[config.mk]
export PLATFORM = sky130hd
export DESIGN_NAME = sw_array_ctrl_flat
export DESIGN_NICKNAME = d
export VERILOG_FILES = /design/src/rtl/sw_array_ctrl_if.sv /design/src/rtl/sw_array_ctrl.sv /design/src/flat_wrapper.sv
export SDC_FILE = /design/constraint.sdc
export NUM_CORES = 1
export LEC_CHECK = 0
export BUFFER_PORTS_ARGS = -buffer_cell sky130_fd_sc_hd__buf_2
export CAP_MARGIN = 40
export CORE_MARGIN = 2
export CORE_UTILIZATION = 32
export DETAILED_ROUTE_END_ITERATION = 10
export PLACE_DENSITY_LB_ADDON = 0.15
export REMOVE_ABC_BUFFERS = 1
export SETUP_SLACK_MARGIN = 0.05
export SLEW_MARGIN = 20
export SYNTH_ARGS = -nofsm -noshare
export SYNTH_HDL_FRONTEND = slang
export SYNTH_SLANG_ARGS = --single-unit
[constraint.sdc]
create_clock -name clk -period 15.8 [get_ports clk]
set_input_delay 0.79 -clock clk [delete_from_list [all_inputs] [get_ports clk]]
set_output_delay 0.79 -clock clk [all_outputs]
set_load 0.02 [all_outputs]
[src/rtl/sw_array_ctrl_if.sv]
// Handshake and PE-array signals of the alignment sequencer.
// valid/ready: a transfer happens on a rising edge where both are high; valid may rise without waiting for ready.
interface sw_array_ctrl_if #(
    parameter int N_PE    = 8,
    parameter int SCORE_W = 8
);
    logic                    qry_valid;
    logic [2:0]              qry_base;
    logic                    qry_ready;
    logic                    ref_valid;
    logic [2:0]              ref_base;
    logic                    ref_ready;
    logic                    arr_clr;
    logic                    arr_en;
    logic [2:0]              arr_ref_base;
    logic [3*N_PE-1:0]       arr_qry;
    logic [SCORE_W*N_PE-1:0] arr_score;

    modport master (
        input  qry_valid, qry_base, ref_valid, ref_base, arr_score,
        output qry_ready, ref_ready, arr_clr, arr_en, arr_ref_base, arr_qry
    );

    modport slave (
        output qry_valid, qry_base, ref_valid, ref_base, arr_score,
        input  qry_ready, ref_ready, arr_clr, arr_en, arr_ref_base, arr_qry
    );
endinterface

[src/rtl/sw_array_ctrl.sv]
// Sequencer for a linear Smith-Waterman PE array: loads the query, streams the reference
// as wavefront steps, drains the wavefront and tracks the best cell and its coordinates.
module sw_array_ctrl #(
    parameter int  N_PE    = 8,
    parameter int  REF_MAX = 64,
    parameter int  SCORE_W = 8,
    localparam int QW      = $clog2(N_PE + 1),
    localparam int RW      = $clog2(REF_MAX + 1),
    localparam int QPW     = $clog2(N_PE),
    localparam int RPW     = $clog2(REF_MAX)
) (
    input  logic                 clk,
    input  logic                 reset,
    input  logic                 start,
    input  logic [QW-1:0]        qry_len,
    input  logic [RW-1:0]        ref_len,
    sw_array_ctrl_if.master      bus,
    output logic                 busy,
    output logic                 done,
    output logic                 err,
    output logic [SCORE_W-1:0]   best_score,
    output logic [QPW-1:0]       best_qpos,
    output logic [RPW-1:0]       best_rpos,
    output logic [2:0]           state_dbg
);
    localparam int TW = RW + 1;

    localparam logic [2:0] S_IDLE   = 3'd0;
    localparam logic [2:0] S_LOAD_Q = 3'd1;
    localparam logic [2:0] S_CLEAR  = 3'd2;
    localparam logic [2:0] S_STREAM = 3'd3;
    localparam logic [2:0] S_DRAIN  = 3'd4;
    localparam logic [2:0] S_FLUSH  = 3'd5;
    localparam logic [2:0] S_DONE   = 3'd6;

    logic [2:0]            state;
    logic [QW-1:0]         q_r, k, dc;
    logic [RW-1:0]         r_r, rc;
    logic [TW-1:0]         t, t_d;
    logic                  en_d, err_flag, rst_flag;
    logic [N_PE-1:0][2:0]  qry_r;
    logic                  stream_hs, bad_req;
    logic [SCORE_W-1:0]    cand_score;
    logic [QPW-1:0]        cand_q;
    logic [RPW-1:0]        cand_r;
    logic                  hit;
    int                    diff;

    assign stream_hs        = (state == S_STREAM) && bus.ref_valid;
    assign bad_req          = (qry_len == '0) || (qry_len > QW'(N_PE)) || (ref_len == '0);
    assign bus.qry_ready    = (state == S_LOAD_Q);
    assign bus.ref_ready    = (state == S_STREAM);
    assign bus.arr_clr      = rst_flag || (state == S_CLEAR);
    assign bus.arr_en       = stream_hs || (state == S_DRAIN);
    assign bus.arr_ref_base = stream_hs ? bus.ref_base : ((state == S_DRAIN) ? 3'b111 : 3'b000);
    assign bus.arr_qry      = qry_r;
    assign busy             = (state != S_IDLE);
    assign done             = (state == S_DONE);
    assign err              = done && err_flag;
    assign state_dbg        = state;

    // Scores of step t_d: strict '>' in ascending PE order keeps the lowest i on ties
    // and, against the running best, keeps the earlier step.
    always_comb begin
        cand_score = best_score;
        cand_q     = best_qpos;
        cand_r     = best_rpos;
        hit        = 1'b0;
        diff       = 0;
        for (int i = 0; i < N_PE; i++) begin
            diff = int'(t_d) - i;
            if (i < int'(q_r) && diff >= 0 && diff < int'(r_r) &&
                bus.arr_score[SCORE_W*i +: SCORE_W] > cand_score) begin
                cand_score = bus.arr_score[SCORE_W*i +: SCORE_W];
                cand_q     = QPW'(i);
                cand_r     = RPW'(diff);
                hit        = 1'b1;
            end
        end
    end

    always_ff @(posedge clk) begin
        if (!reset) begin
            state      <= S_IDLE;
            rst_flag   <= 1'b1;
            q_r        <= '0;
            r_r        <= '0;
            k          <= '0;
            rc         <= '0;
            dc         <= '0;
            t          <= '0;
            t_d        <= '0;
            en_d       <= 1'b0;
            err_flag   <= 1'b0;
            qry_r      <= {N_PE{3'b111}};
            best_score <= '0;
            best_qpos  <= '0;
            best_rpos  <= '0;
        end else begin
            rst_flag <= 1'b0;
            en_d     <= bus.arr_en;
            t_d      <= t;
            if (bus.arr_en) t <= t + TW'(1);
            if (en_d && hit) begin
                best_score <= cand_score;
                best_qpos  <= cand_q;
                best_rpos  <= cand_r;
            end
            case (state)
                S_IDLE: if (start) begin
                    q_r        <= qry_len;
                    r_r        <= ref_len;
                    k          <= '0;
                    qry_r      <= {N_PE{3'b111}};
                    best_score <= '0;
                    best_qpos  <= '0;
                    best_rpos  <= '0;
                    err_flag   <= bad_req;
                    state      <= bad_req ? S_DONE : S_LOAD_Q;
                end
                S_LOAD_Q: if (bus.qry_valid) begin
                    qry_r[k[QPW-1:0]] <= bus.qry_base;
                    if (bus.qry_base == 3'b111) err_flag <= 1'b1;
                    k <= k + QW'(1);
                    if (k == q_r - QW'(1)) state <= S_CLEAR;
                end
                S_CLEAR: begin
                    t     <= '0;
                    rc    <= '0;
                    state <= S_STREAM;
                end
                S_STREAM: if (bus.ref_valid) begin
                    rc <= rc + RW'(1);
                    dc <= '0;
                    if (rc == r_r - RW'(1)) state <= (q_r == QW'(1)) ? S_FLUSH : S_DRAIN;
                end
                S_DRAIN: begin
                    dc <= dc + QW'(1);
                    if (dc == q_r - QW'(2)) state <= S_FLUSH;
                end
                S_FLUSH: state <= S_DONE;
                S_DONE:  state <= S_IDLE;
                default: state <= S_IDLE;
            endcase
        end
    end
endmodule

[src/flat_wrapper.sv]
// flat-port wrapper written by rule: the top's interface ports become plain ports
module sw_array_ctrl_flat 
#(
    parameter int  N_PE    = 8,
    parameter int  REF_MAX = 64,
    parameter int  SCORE_W = 8,
    localparam int QW      = $clog2(N_PE + 1),
    localparam int RW      = $clog2(REF_MAX + 1),
    localparam int QPW     = $clog2(N_PE),
    localparam int RPW     = $clog2(REF_MAX)
)
  (clk, reset, start, qry_len, ref_len, busy, done, err, best_score, best_qpos, best_rpos, state_dbg, bus_qry_valid, bus_qry_base, bus_ref_valid, bus_ref_base, bus_arr_score, bus_qry_ready, bus_ref_ready, bus_arr_clr, bus_arr_en, bus_arr_ref_base, bus_arr_qry);
  sw_array_ctrl_if #(.N_PE(N_PE), .SCORE_W(SCORE_W)) bus_i ();
  input  logic clk;
  input  logic reset;
  input  logic start;
  input  logic [QW-1:0] qry_len;
  input  logic [RW-1:0] ref_len;
  output logic busy;
  output logic done;
  output logic err;
  output logic [SCORE_W-1:0] best_score;
  output logic [QPW-1:0] best_qpos;
  output logic [RPW-1:0] best_rpos;
  output logic [2:0] state_dbg;
  input wire logic [$bits(bus_i.qry_valid)-1:0] bus_qry_valid;
  input wire logic [$bits(bus_i.qry_base)-1:0] bus_qry_base;
  input wire logic [$bits(bus_i.ref_valid)-1:0] bus_ref_valid;
  input wire logic [$bits(bus_i.ref_base)-1:0] bus_ref_base;
  input wire logic [$bits(bus_i.arr_score)-1:0] bus_arr_score;
  output wire logic [$bits(bus_i.qry_ready)-1:0] bus_qry_ready;
  output wire logic [$bits(bus_i.ref_ready)-1:0] bus_ref_ready;
  output wire logic [$bits(bus_i.arr_clr)-1:0] bus_arr_clr;
  output wire logic [$bits(bus_i.arr_en)-1:0] bus_arr_en;
  output wire logic [$bits(bus_i.arr_ref_base)-1:0] bus_arr_ref_base;
  output wire logic [$bits(bus_i.arr_qry)-1:0] bus_arr_qry;
  assign bus_i.qry_valid = bus_qry_valid;
  assign bus_i.qry_base = bus_qry_base;
  assign bus_i.ref_valid = bus_ref_valid;
  assign bus_i.ref_base = bus_ref_base;
  assign bus_i.arr_score = bus_arr_score;
  assign bus_qry_ready = bus_i.qry_ready;
  assign bus_ref_ready = bus_i.ref_ready;
  assign bus_arr_clr = bus_i.arr_clr;
  assign bus_arr_en = bus_i.arr_en;
  assign bus_arr_ref_base = bus_i.arr_ref_base;
  assign bus_arr_qry = bus_i.arr_qry;
  sw_array_ctrl #(.N_PE(N_PE), .REF_MAX(REF_MAX), .SCORE_W(SCORE_W)) u_core (.clk(clk), .reset(reset), .start(start), .qry_len(qry_len), .ref_len(ref_len), .bus(bus_i), .busy(busy), .done(done), .err(err), .best_score(best_score), .best_qpos(best_qpos), .best_rpos(best_rpos), .state_dbg(state_dbg));
endmodule
==> summary.json, run 1 <==
{
  "run_status": {"value": "completed"},
  "r2r_setup_slack": {"value": 0.56, "unit": "ns"},
  "period_share": {"value": 96.8, "unit": "%"},
  "stdcell_count": {"value": 1727},
  "globalplace.congestion": {"value": 0.870},
  "synthXorXnorAreaFrac": {"value": 6.38, "unit": "%"},
  "detail_route.vias_per_cell": {"value": 5.32},
  "cts-buffers-inserted": {"value": 9},
  "cp_top_family": {"value": "compound AO/OA/AOI/OAI gates"},
  "critical-path-slowest-cell": {"value": "or3_4"},
  "fin_crit": {"value": 15.29, "unit": "ns"},
  "met2_usage": {"value": 34.9, "unit": "%"},
  "detail_route.wirelength": {"value": 31.2, "unit": "mm"},
  "post_synth_mux_area_share": {"value": 6.70, "unit": "%"},
  "compound_gate_fraction_of_synth_area": {"value": 23.4, "unit": "%"},
  "synthDominantAreaCellType": {"value": "dfxtp_1"},
  "path_clk_slew": {"value": 0.07, "unit": "ns"},
  "start_util": {"value": 32.5, "unit": "%"},
  "max_freq": {"value": 0.0654, "unit": "GHz"},
  "synth_edf_count": {"value": 0},
  "netlist_area": {"value": 9060, "unit": "um2"},
  "max_cap_violations": {"value": 0},
  "numPlacedInstances": {"value": 1676},
  "post_route_cells_drive_above_1_share": {"value": 25.6, "unit": "%"},
  "synth_top_family_by_area": {"value": "compound AO/OA/AOI/OAI gates"},
  "ir_drop": {"value": 0.0511, "unit": "mV"},
  "r2r-start": {"value": "u_core.best_score[7]"},
  "clock_insertion_delay_worst_skew": {"value": 0.36, "unit": "ns"},
  "ys_dominant_reg_cell": {"value": "dfxtp_1"},
  "synth_simple_gate_area_share": {"value": 21.2, "unit": "%"},
  "ios": {"value": 140},
  "die_area": {"value": 29700, "unit": "um2"},
  "power_density": {"value": 92.7, "unit": "nW/um2"},
  "end_kind": {"value": "flop"},
  "cts.htree.levels": {"value": 3},
  "synth_top_area_share": {"value": 19.7, "unit": "%"},
  "dpl-instance-area": {"value": 10400, "unit": "um2"},
  "critical_path_data_arrival_time": {"value": 15.53, "unit": "ns"},
  "ys_warn_count": {"value": 0},
  "clock_sinks": {"value": 89},
  "grt_most_used_layer": {"value": "met2"},
  "globalRouteTotalUtil": {"value": 20.4, "unit": "%"},
  "wire_length_of_the_first_global_routing_pass": {"value": 46.9, "unit": "mm"},
  "tightest_slew": {"value": 0.784, "unit": "ns"},
  "async_flop_share": {"value": 0, "unit": "%"},
  "die_x": {"value": 172, "unit": "um"},
  "globalRouteOverflowTotal": {"value": 0},
  "core.rowCount": {"value": 61},
  "synthesis.instances": {"value": 1164},
  "grt_use_met1": {"value": 26.8, "unit": "%"},
  "clock_path_buffers": {"value": 2},
  "post_synth_fa_ha_maj_area_fraction": {"value": 17.0, "unit": "%"},
  "critical_path.n_buffers_inverters": {"value": 14},
  "slew_violations": {"value": 0},
  "timing_hold_violations_final": {"value": 0},
  "timing.critical_path.required": {"value": 16.04, "unit": "ns"},
  "cp_launch_type": {"value": "input port"},
  "number_of_antenna_violations_at_the_first_check_in_global_routing": {"value": 0},
  "crit_path_max_fanout": {"value": 17},
  "syn_avg_cell_area": {"value": 7.78, "unit": "um2"},
  "count_of_routing_violations_after_the_opening_detailed_route_iteration": {"value": 499},
  "grt_max_degree": {"value": 40},
  "yosysUniqueCellTypes": {"value": 90},
  "critPathLaunch": {"value": "bus_arr_score[5]"},
  "areaGrowthSynthToFinish": {"value": 26.7, "unit": "%"},
  "met3_usage": {"value": 2.08, "unit": "%"},
  "worst_path_most_repeated_cell": {"value": "ha_1"},
  "power.static_leakage": {"value": 4.88, "unit": "nW"},
  "wire_per_inst": {"value": 18.1, "unit": "um"},
  "ctsRootBufferMaster": {"value": "clkbuf_16"},
  "vertical_extent_of_the_die": {"value": 172, "unit": "um"},
  "detail_route.drc_violations": {"value": 0},
  "synthTopCellsByArea": {"value": "dfxtp_1, ha_1, a21oi_1, mux2i_1, nand2_1"},
  "portBuffers": {"value": 139},
  "crit_path_max_incr_delay": {"value": 0.46, "unit": "ns"},
  "synth-seq-area-share": {"value": 19.7, "unit": "%"},
  "antennaDiodeCount": {"value": 0},
  "finalSetupViolations": {"value": 0},
  "core_area": {"value": 27900, "unit": "um2"},
  "layout.core_utilization": {"value": 41.2, "unit": "%"},
  "preCtsSetupSlack": {"value": -0.678, "unit": "ns"},
  "clock-skew-final": {"value": 0.00994, "unit": "ns"},
  "number_of_global_route_vias_before_repair": {"value": 8504},
  "hold_start": {"value": "u_core.best_qpos[2]"},
  "nNetsFinal": {"value": 1553},
  "number_of_vias_after_detailed_routing": {"value": 9185},
  "tritoncts_clock_tree": {"value": "yes"},
  "final_design_area_no_fill": {"value": 11500, "unit": "um2"},
  "postLayoutSetupSlackWorst": {"value": 0.510, "unit": "ns"},
  "max-slew-margin-rel": {"value": 47.7, "unit": "%"},
  "criticalPathCategory": {"value": "input port to flop"},
  "ys_ff_latch": {"value": 89},
  "antenna_left": {"value": 0},
  "drt-pass1-iter-count": {"value": 6},
  "detailed_place_hpwl": {"value": 24.4, "unit": "mm"},
  "min_path_type": {"value": "flop to flop"}
}
## layer usage
layer / part of all wire [%] / vias up
met4: 2.1 / 0
met3: 3.8 / 37
met2: 48 / 226
met5: 0 / -
met1: 46 / 4333
li1: - / 4589
## power breakdown
part           total [mW]  internal, mW  switching, mW
sequential          0.271         0.242         0.0285
combinational       0.566         0.240          0.326
clock               0.228         0.125          0.103
## what timing repair did
item | CTS | global route
gates resized for setup | 7 | 102
hold buffers | 0 | 0
gates cloned | 0 | 2
pin swaps | 2 | 35
buffers inserted | 6 | 26
endpoints found under the setup margin | 17 | 17
## cells in the mapped netlist (8+ instances only)
| cell | instances |
|---|---|
| o21ai_0 | 45 |
| nor2b_1 | 13 |
| and2_1 | 11 |
| dfxtp_1 | 89 |
| clkbuf_1 | 37 |
| a31oi_1 | 21 |
| xor2_1 | 30 |
| nor3_1 | 32 |
| buf_2 | 10 |
| a21oi_1 | 100 |
| nand3_1 | 36 |
| nand4_1 | 18 |
| inv_1 | 70 |
| a21o_1 | 25 |
| nor4_1 | 8 |
| o31ai_1 | 15 |
| nor2_1 | 79 |
| nand2b_1 | 18 |
| mux2i_1 | 49 |
| o21a_1 | 17 |
| o211ai_1 | 10 |
| nand2_1 | 130 |
| and3_1 | 20 |
| xnor2_1 | 36 |
| ha_1 | 123 |
## final cells by class
type | instances | area (um2)
Clock buffer | 9 | 225
Clock inverter | 7 | 82.6
Fill cell | 2896 | 16400
Inverter | 72 | 274
Multi-Input combinational cell | 950 | 7290
Sequential cell | 89 | 1790
Tap cell | 378 | 473
Timing Repair Buffer | 222 | 1350
## through the flow
step / total power [mW] / hold slack (ns) / TNS [ns]
floorplan: 0.609 / 0.448 / -20.76
finish: 1.06 / 0.460 / 0
global route: 1.14 / 0.488 / -0.520
detailed placement: 0.779 / 0.452 / -7.95
global placement: 0.783 / 0.452 / -7.43
CTS: 1.02 / 0.463 / 0
## tightest hold or removal path, cell delays in order, from the launching register on
cell     delay (ns)
dfxtp_1        0.31
nand2_1        0.05
a21oi_1        0.05
## cell families (layout without fill, tap and decap cells)
kind of cell    after synthesis  in the layout
mux                          58             58
flops                        89             89
xor+xnor                     66             66
compound gates              306            307
simple gates                395            396
buf+inv                     127            310
fa+ha+maj                   123            123
## path summary, 6_finish.rpt
check,end,cells after the start
min reg2reg,u_core.best_qpos[2],2
min,u_core.best_qpos[2],2
max reg2reg,u_core.best_rpos[3],78
max,u_core.best_rpos[3],78
## placed cells by master (no fill, tap or decap), drive strengths merged, types with 9 or more instances in the layout
master	n
dfxtp	89
nand2	131
inv	74
or2	9
nand4	18
o21a	17
nor4	9
o21ai	47
nand2b	18
o31ai	16
mux2i	49
nor2	81
buf	221
nor3	32
a21o	25
and3	20
xnor2	36
clkbuf	10
nand3	37
xor2	30
a21oi	100
a31oi	21
o211ai	10
ha	123
mux2	9
nor2b	13
and2	11
## registers in the layout (all words and copies together) (netlist names), 3 cells and up
register and flops:
u_core.best_rpos 6, u_core.k 4, u_core.bus.arr_qry 24, u_core.q_r 4, u_core.rc 7, u_core.r_r 7
u_core.best_qpos 3, u_core.t_d 8, u_core.best_score 8, u_core.state_dbg 3, u_core.t 8, u_core.dc 4
(Power assumes the default switching activity.)
==> inputs of run 2 (changes only) <==
CORE_UTILIZATION = 53   (was 32)
==> summary.json, run 2 (synthesis results as in run 1) <==
{
  "crit_path_max_incr_delay": {"value": 0.47, "unit": "ns"},
  "die_x": {"value": 135, "unit": "um"},
  "fin_crit": {"value": 15.17, "unit": "ns"},
  "vertical_extent_of_the_die": {"value": 135, "unit": "um"},
  "clock-skew-final": {"value": 0.00663, "unit": "ns"},
  "wire_length_of_the_first_global_routing_pass": {"value": 43.4, "unit": "mm"},
  "power_frac_seq": {"value": 26.4, "unit": "%"},
  "number_of_vias_after_detailed_routing": {"value": 9391},
  "max_freq": {"value": 0.0659, "unit": "GHz"},
  "rr_endpoint": {"value": "u_core.best_score[2]"},
  "critical_path_data_arrival_time": {"value": 15.45, "unit": "ns"},
  "total_area_of_multi_input_combinational_cells": {"value": 7090, "unit": "um2"},
  "number_of_antenna_violations_at_the_first_check_in_global_routing": {"value": 0},
  "crit_path_max_fanout": {"value": 13},
  "ios": {"value": 140},
  "critical-path-slowest-cell": {"value": "o311ai_4"},
  "area.sequential": {"value": 1780, "unit": "um2"},
  "min_delay_worst_endpoint": {"value": "u_core.best_qpos[2]"},
  "start_util": {"value": 54.4, "unit": "%"},
  "grt_most_used_layer": {"value": "met2"},
  "netSwitchingFraction": {"value": 42.8, "unit": "%"},
  "layout.core_utilization": {"value": 65.3, "unit": "%"},
  "ir_drop": {"value": 0.0796, "unit": "mV"},
  "r2r-start": {"value": "u_core.r_r[1]"},
  "criticalPathCategory": {"value": "input port to flop"},
  "die_area": {"value": 18200, "unit": "um2"},
  "hold_start": {"value": "u_core.best_qpos[2]"},
  "critPathLaunch": {"value": "bus_arr_score[1]"},
  "worst_path_most_repeated_cell": {"value": "ha_1"},
  "met2_usage": {"value": 50.1, "unit": "%"},
  "clock_power_share": {"value": 21.8, "unit": "%"},
  "ctsRootBufferMaster": {"value": "clkbuf_16"},
  "clock_path_buffers": {"value": 2},
  "post_route_cells_drive_above_1_share": {"value": 23.1, "unit": "%"},
  "hold_path_cell_cnt": {"value": 2},
  "wire_per_inst": {"value": 18.4, "unit": "um"},
  "stdcell_count": {"value": 1545},
  "period_share": {"value": 96.0, "unit": "%"},
  "timing.critical_path.required": {"value": 16.08, "unit": "ns"},
  "portBuffers": {"value": 139},
  "nNetsFinal": {"value": 1529},
  "run_status": {"value": "completed"},
  "end_kind": {"value": "flop"},
  "detail_route.vias_per_cell": {"value": 6.08},
  "min_path_type": {"value": "flop to flop"},
  "power.static_leakage": {"value": 4.78, "unit": "nW"},
  "detail_route.wirelength": {"value": 28.4, "unit": "mm"},
  "globalRouteOverflowTotal": {"value": 0},
  "grt_max_degree": {"value": 40},
  "globalplace.congestion": {"value": 0.965},
  "r2r_setup_slack": {"value": 0.72, "unit": "ns"},
  "met3_usage": {"value": 3.45, "unit": "%"},
  "antennaDiodeCount": {"value": 0},
  "cts-buffers-inserted": {"value": 9},
  "cts.htree.levels": {"value": 3},
  "switchingPower": {"value": 438, "unit": "uW"},
  "max_cap_violations": {"value": 0},
  "path_clk_slew": {"value": 0.07, "unit": "ns"},
  "clock_insertion_delay_worst_skew": {"value": 0.36, "unit": "ns"},
  "slew_violations": {"value": 0},
  "areaGrowthSynthToFinish": {"value": 20.0, "unit": "%"},
  "number_of_global_route_vias_before_repair": {"value": 8454},
  "commonest_cells_after_routing_fill_and_taps_aside": {"value": "buf_2, nand2_1, ha_1"},
  "cp_launch_type": {"value": "input port"},
  "globalRouteTotalUtil": {"value": 30.0, "unit": "%"},
  "p_int": {"value": 585, "unit": "uW"},
  "numPlacedInstances": {"value": 1509},
  "detailed_place_hpwl": {"value": 22.2, "unit": "mm"},
  "largest_register_ffs": {"value": 24},
  "num-fill-cells": {"value": 1487},
  "tritoncts_clock_tree": {"value": "yes"},
  "tightest_slew": {"value": 0.799, "unit": "ns"},
  "finalSetupViolations": {"value": 0},
  "power_density": {"value": 94.1, "unit": "nW/um2"},
  "antenna_left": {"value": 0},
  "grt_use_met1": {"value": 39.6, "unit": "%"},
  "timing_hold_violations_final": {"value": 0},
  "layout_commonest_cell": {"value": "buf_2"},
  "core_area": {"value": 16600, "unit": "um2"},
  "cell_depth_of_the_worst_flop_to_flop_path": {"value": 76},
  "holdBufCountCts": {"value": 0},
  "max-slew-margin-rel": {"value": 46.5, "unit": "%"},
  "clock_sinks": {"value": 89},
  "count_of_routing_violations_after_the_opening_detailed_route_iteration": {"value": 705},
  "detail_route.drc_violations": {"value": 0},
  "core.rowCount": {"value": 47},
  "power.combinational.fraction": {"value": 51.8, "unit": "%"},
  "drt-pass1-iter-count": {"value": 6}
}
[run 2: cell count changes in the layout (fill, tap and decap cells not counted), sizes merged]
cell,change
clkinvlp,-2
clkinv,+3
inv,-2
buf,-23
[run 2: worst max-delay path by stage]
stage                           endpoint  slack, ns  cells past startpoint
floorplan           u_core.best_score[0]      -1.55                     75
global placement    u_core.best_score[0]       0.05                     72
detailed placement   u_core.best_rpos[0]      -0.33                     79
CTS                  u_core.best_rpos[0]       0.09                     78
global route         u_core.best_rpos[1]      -0.16                     76
finish              u_core.best_score[2]       0.63                     76
[run 2: critical path, delay by kind of cell]
family,cells,cell delay (ns)
and+or+nand+nor,25,3.91
adders and majority gates,8,2.41
buffers and inverters,7,0.85
muxes,4,1.19
AOI/OAI and AO/OA,32,6.30
[run 2: timing repair]
item	CTS	global route
resized for setup	2	73
setup endpoints to repair	14	17
gates cloned	0	2
setup buffers	0	18
pin swaps	0	17
[run 2: stage by stage]
stage	instance area [um2]	worst slack [ns]	TNS, ns	total power [mW]	hold slack, ns
detailed placement	10100	-0.333	-3.59	0.761	0.452
CTS	10400	0.0854	0	0.986	0.461
global route	10900	-0.164	-1.67	1.09	0.496
global placement	10100	0.0536	0	0.753	0.449
floorplan	8820	-1.55	-20.76	0.609	0.448
finish	10900	0.630	0	1.02	0.463
[run 2: final cells by class]
cell class	instances	area share [%]
Multi-Input combinational cell	950	65.2
Clock inverter	6	0.702
Clock buffer	10	2.11
Sequential cell	89	16.4
Inverter	72	2.52
Tap cell	220	2.53
Timing Repair Buffer	198	10.6
[run 2: power by group through the flow]
| stage | combinational [mW] | clock [mW] | sequential, mW |
|---|---|---|---|
| global placement | 0.479 | 0 | 0.273 |
| detailed placement | 0.486 | 0 | 0.274 |
| CTS | 0.490 | 0.226 | 0.269 |
| floorplan | 0.332 | 0 | 0.277 |
| finish | 0.531 | 0.223 | 0.270 |
| global route | 0.582 | 0.233 | 0.274 |
[run 2: metal layers]
metal  share of wire (%)  wire length, um
met4                 3.2              897
met3                 6.5             1850
met2                  47            13300
met5                   0                0
met1                  44            12400
==> inputs of run 3 (changes only) <==
CORE_ASPECT_RATIO = 0.7   (was default)
==> summary.json, run 3 (synthesis results as in run 1) <==
{
  "crit_path_max_incr_delay": {"value": 0.42, "unit": "ns"},
  "critical_path_data_arrival_time": {"value": 15.53, "unit": "ns"},
  "largest_register_ffs": {"value": 24},
  "areaGrowthSynthToFinish": {"value": 23.9, "unit": "%"},
  "globalRouteOverflowTotal": {"value": 0},
  "max_cap_violations": {"value": 0},
  "clock-skew-final": {"value": 0.0126, "unit": "ns"},
  "portBuffers": {"value": 139},
  "critPathLaunch": {"value": "bus_arr_score[1]"},
  "end_kind": {"value": "flop"},
  "cp_launch_type": {"value": "input port"},
  "detail_route.wirelength": {"value": 30.1, "unit": "mm"},
  "num-fill-cells": {"value": 1433},
  "hold_start": {"value": "u_core.bus.arr_qry[18]"},
  "count_of_routing_violations_after_the_opening_detailed_route_iteration": {"value": 927},
  "commonest_cells_after_routing_fill_and_taps_aside": {"value": "buf_2, nand2_1, ha_1"},
  "hold_path_cell_cnt": {"value": 2},
  "r2r-start": {"value": "u_core.best_score[1]"},
  "detail_route.drc_violations": {"value": 0},
  "antennaDiodeCount": {"value": 0},
  "period_share": {"value": 96.8, "unit": "%"},
  "nNetsFinal": {"value": 1559},
  "finalSetupViolations": {"value": 0},
  "wire_per_inst": {"value": 19.1, "unit": "um"},
  "timing.critical_path.required": {"value": 16.03, "unit": "ns"},
  "cts-buffers-inserted": {"value": 9},
  "cell_depth_of_the_worst_flop_to_flop_path": {"value": 75},
  "die_x": {"value": 160, "unit": "um"},
  "wire_length_of_the_first_global_routing_pass": {"value": 46.2, "unit": "mm"},
  "max_freq": {"value": 0.0654, "unit": "GHz"},
  "antenna_left": {"value": 0},
  "setup_tns": {"value": 0, "unit": "ns"},
  "holdBufCountCts": {"value": 0},
  "post_route_cells_drive_above_1_share": {"value": 25.4, "unit": "%"},
  "power.static_leakage": {"value": 4.90, "unit": "nW"},
  "worst_path_most_repeated_cell": {"value": "ha_1"},
  "clock_path_buffers": {"value": 2},
  "core.rowCount": {"value": 39},
  "globalplace.congestion": {"value": 0.969},
  "run_status": {"value": "completed"},
  "clock_insertion_delay_worst_skew": {"value": 0.35, "unit": "ns"},
  "die_area": {"value": 18200, "unit": "um2"},
  "vertical_extent_of_the_die": {"value": 113, "unit": "um"},
  "timing_hold_violations_final": {"value": 0},
  "path_clk_slew": {"value": 0.08, "unit": "ns"},
  "slew_violations": {"value": 0},
  "criticalPathCategory": {"value": "input port to flop"},
  "power_density": {"value": 93.6, "unit": "nW/um2"},
  "layout_commonest_cell": {"value": "buf_2"},
  "tritoncts_clock_tree": {"value": "yes"},
  "clock_sinks": {"value": 89},
  "grt_max_degree": {"value": 40},
  "globalRouteTotalUtil": {"value": 31.7, "unit": "%"},
  "detailed_place_hpwl": {"value": 23.3, "unit": "mm"},
  "max-slew-margin-rel": {"value": 44.9, "unit": "%"},
  "ir_drop": {"value": 0.0600, "unit": "mV"},
  "core_area": {"value": 16500, "unit": "um2"},
  "ctsRootBufferMaster": {"value": "clkbuf_16"},
  "postLayoutSetupSlackWorst": {"value": 0.502, "unit": "ns"},
  "fin_crit": {"value": 15.30, "unit": "ns"},
  "start_util": {"value": 54.8, "unit": "%"},
  "number_of_antenna_violations_at_the_first_check_in_global_routing": {"value": 0},
  "critical-path-slowest-cell": {"value": "o311ai_4"},
  "number_of_global_route_vias_before_repair": {"value": 8624},
  "number_of_vias_after_detailed_routing": {"value": 9605},
  "layout.core_utilization": {"value": 67.9, "unit": "%"},
  "tightest_slew": {"value": 0.825, "unit": "ns"},
  "ios": {"value": 140},
  "drt-pass1-iter-count": {"value": 7},
  "cts.htree.levels": {"value": 3},
  "crit_path_max_fanout": {"value": 8},
  "detail_route.vias_per_cell": {"value": 6.08},
  "preCtsSetupSlack": {"value": -0.298, "unit": "ns"},
  "min_path_type": {"value": "flop to flop"}
}
[run 3: repair_timing]
action | in CTS | in global routing
gates resized for setup | 1 | 91
cloned | 0 | 3
setup buffers | 0 | 36
pin swaps | 0 | 26
setup endpoints to repair | 13 | 17
[run 3: final cells by class]
type	count	area [um2]	area share (%)
Multi-Input combinational cell	951	7200	64.1
Sequential cell	89	1780	15.9
Timing Repair Buffer	227	1380	12.3
Tap cell	225	282	2.51
Inverter	72	274	2.44
Clock buffer	9	225	2.01
Clock inverter	7	81.3	0.724
[run 3: critical path, delay by kind of cell]
| family | cells | cell delay [ns] |
|---|---|---|
| AOI/OAI and AO/OA | 29 | 5.77 |
| muxes | 7 | 1.95 |
| and+or+nand+nor | 23 | 3.81 |
| adders and majority gates | 8 | 2.24 |
| buffers and inverters | 8 | 0.97 |
[run 3: path summary, 6_finish.rpt]
check	to	slack, ns
max	u_core.best_score[0]	0.50
min	u_core.bus.arr_qry[18]	0.47
max reg2reg	u_core.best_score[0]	0.59
min reg2reg	u_core.bus.arr_qry[18]	0.47
[run 3: power breakdown]
group	switching [mW]	internal [mW]
combinational	0.325	0.233
sequential	0.0282	0.242
clock	0.109	0.114
total	0.462	0.589
[run 3: through the flow]
| step | hold WS (ns) | cells | total power [mW] | instance area [um2] |
|---|---|---|---|---|
| 2_1_floorplan | 0.448 | 1109 | 0.609 | 8820 |
| 3_3_place_gp | 0.451 | 1522 | 0.757 | 10200 |
| 3_5_place_dp | 0.456 | 1524 | 0.765 | 10200 |
| 4_1_cts | 0.477 | 1540 | 0.988 | 10500 |
| 5_1_grt | 0.501 | 1580 | 1.12 | 11200 |
| 6_report | 0.473 | 1580 | 1.05 | 11200 |
[run 3: routing by layer]
metal / global-route usage, % / part of all wire [%] / up-vias
met5: 0 / 0 / -
met4: 4.98 / 1.2 / 0
met3: 9.78 / 12 / 30
met2: 42.8 / 39 / 474
met1: 49.2 / 47 / 4501
li1: - / - / 4600
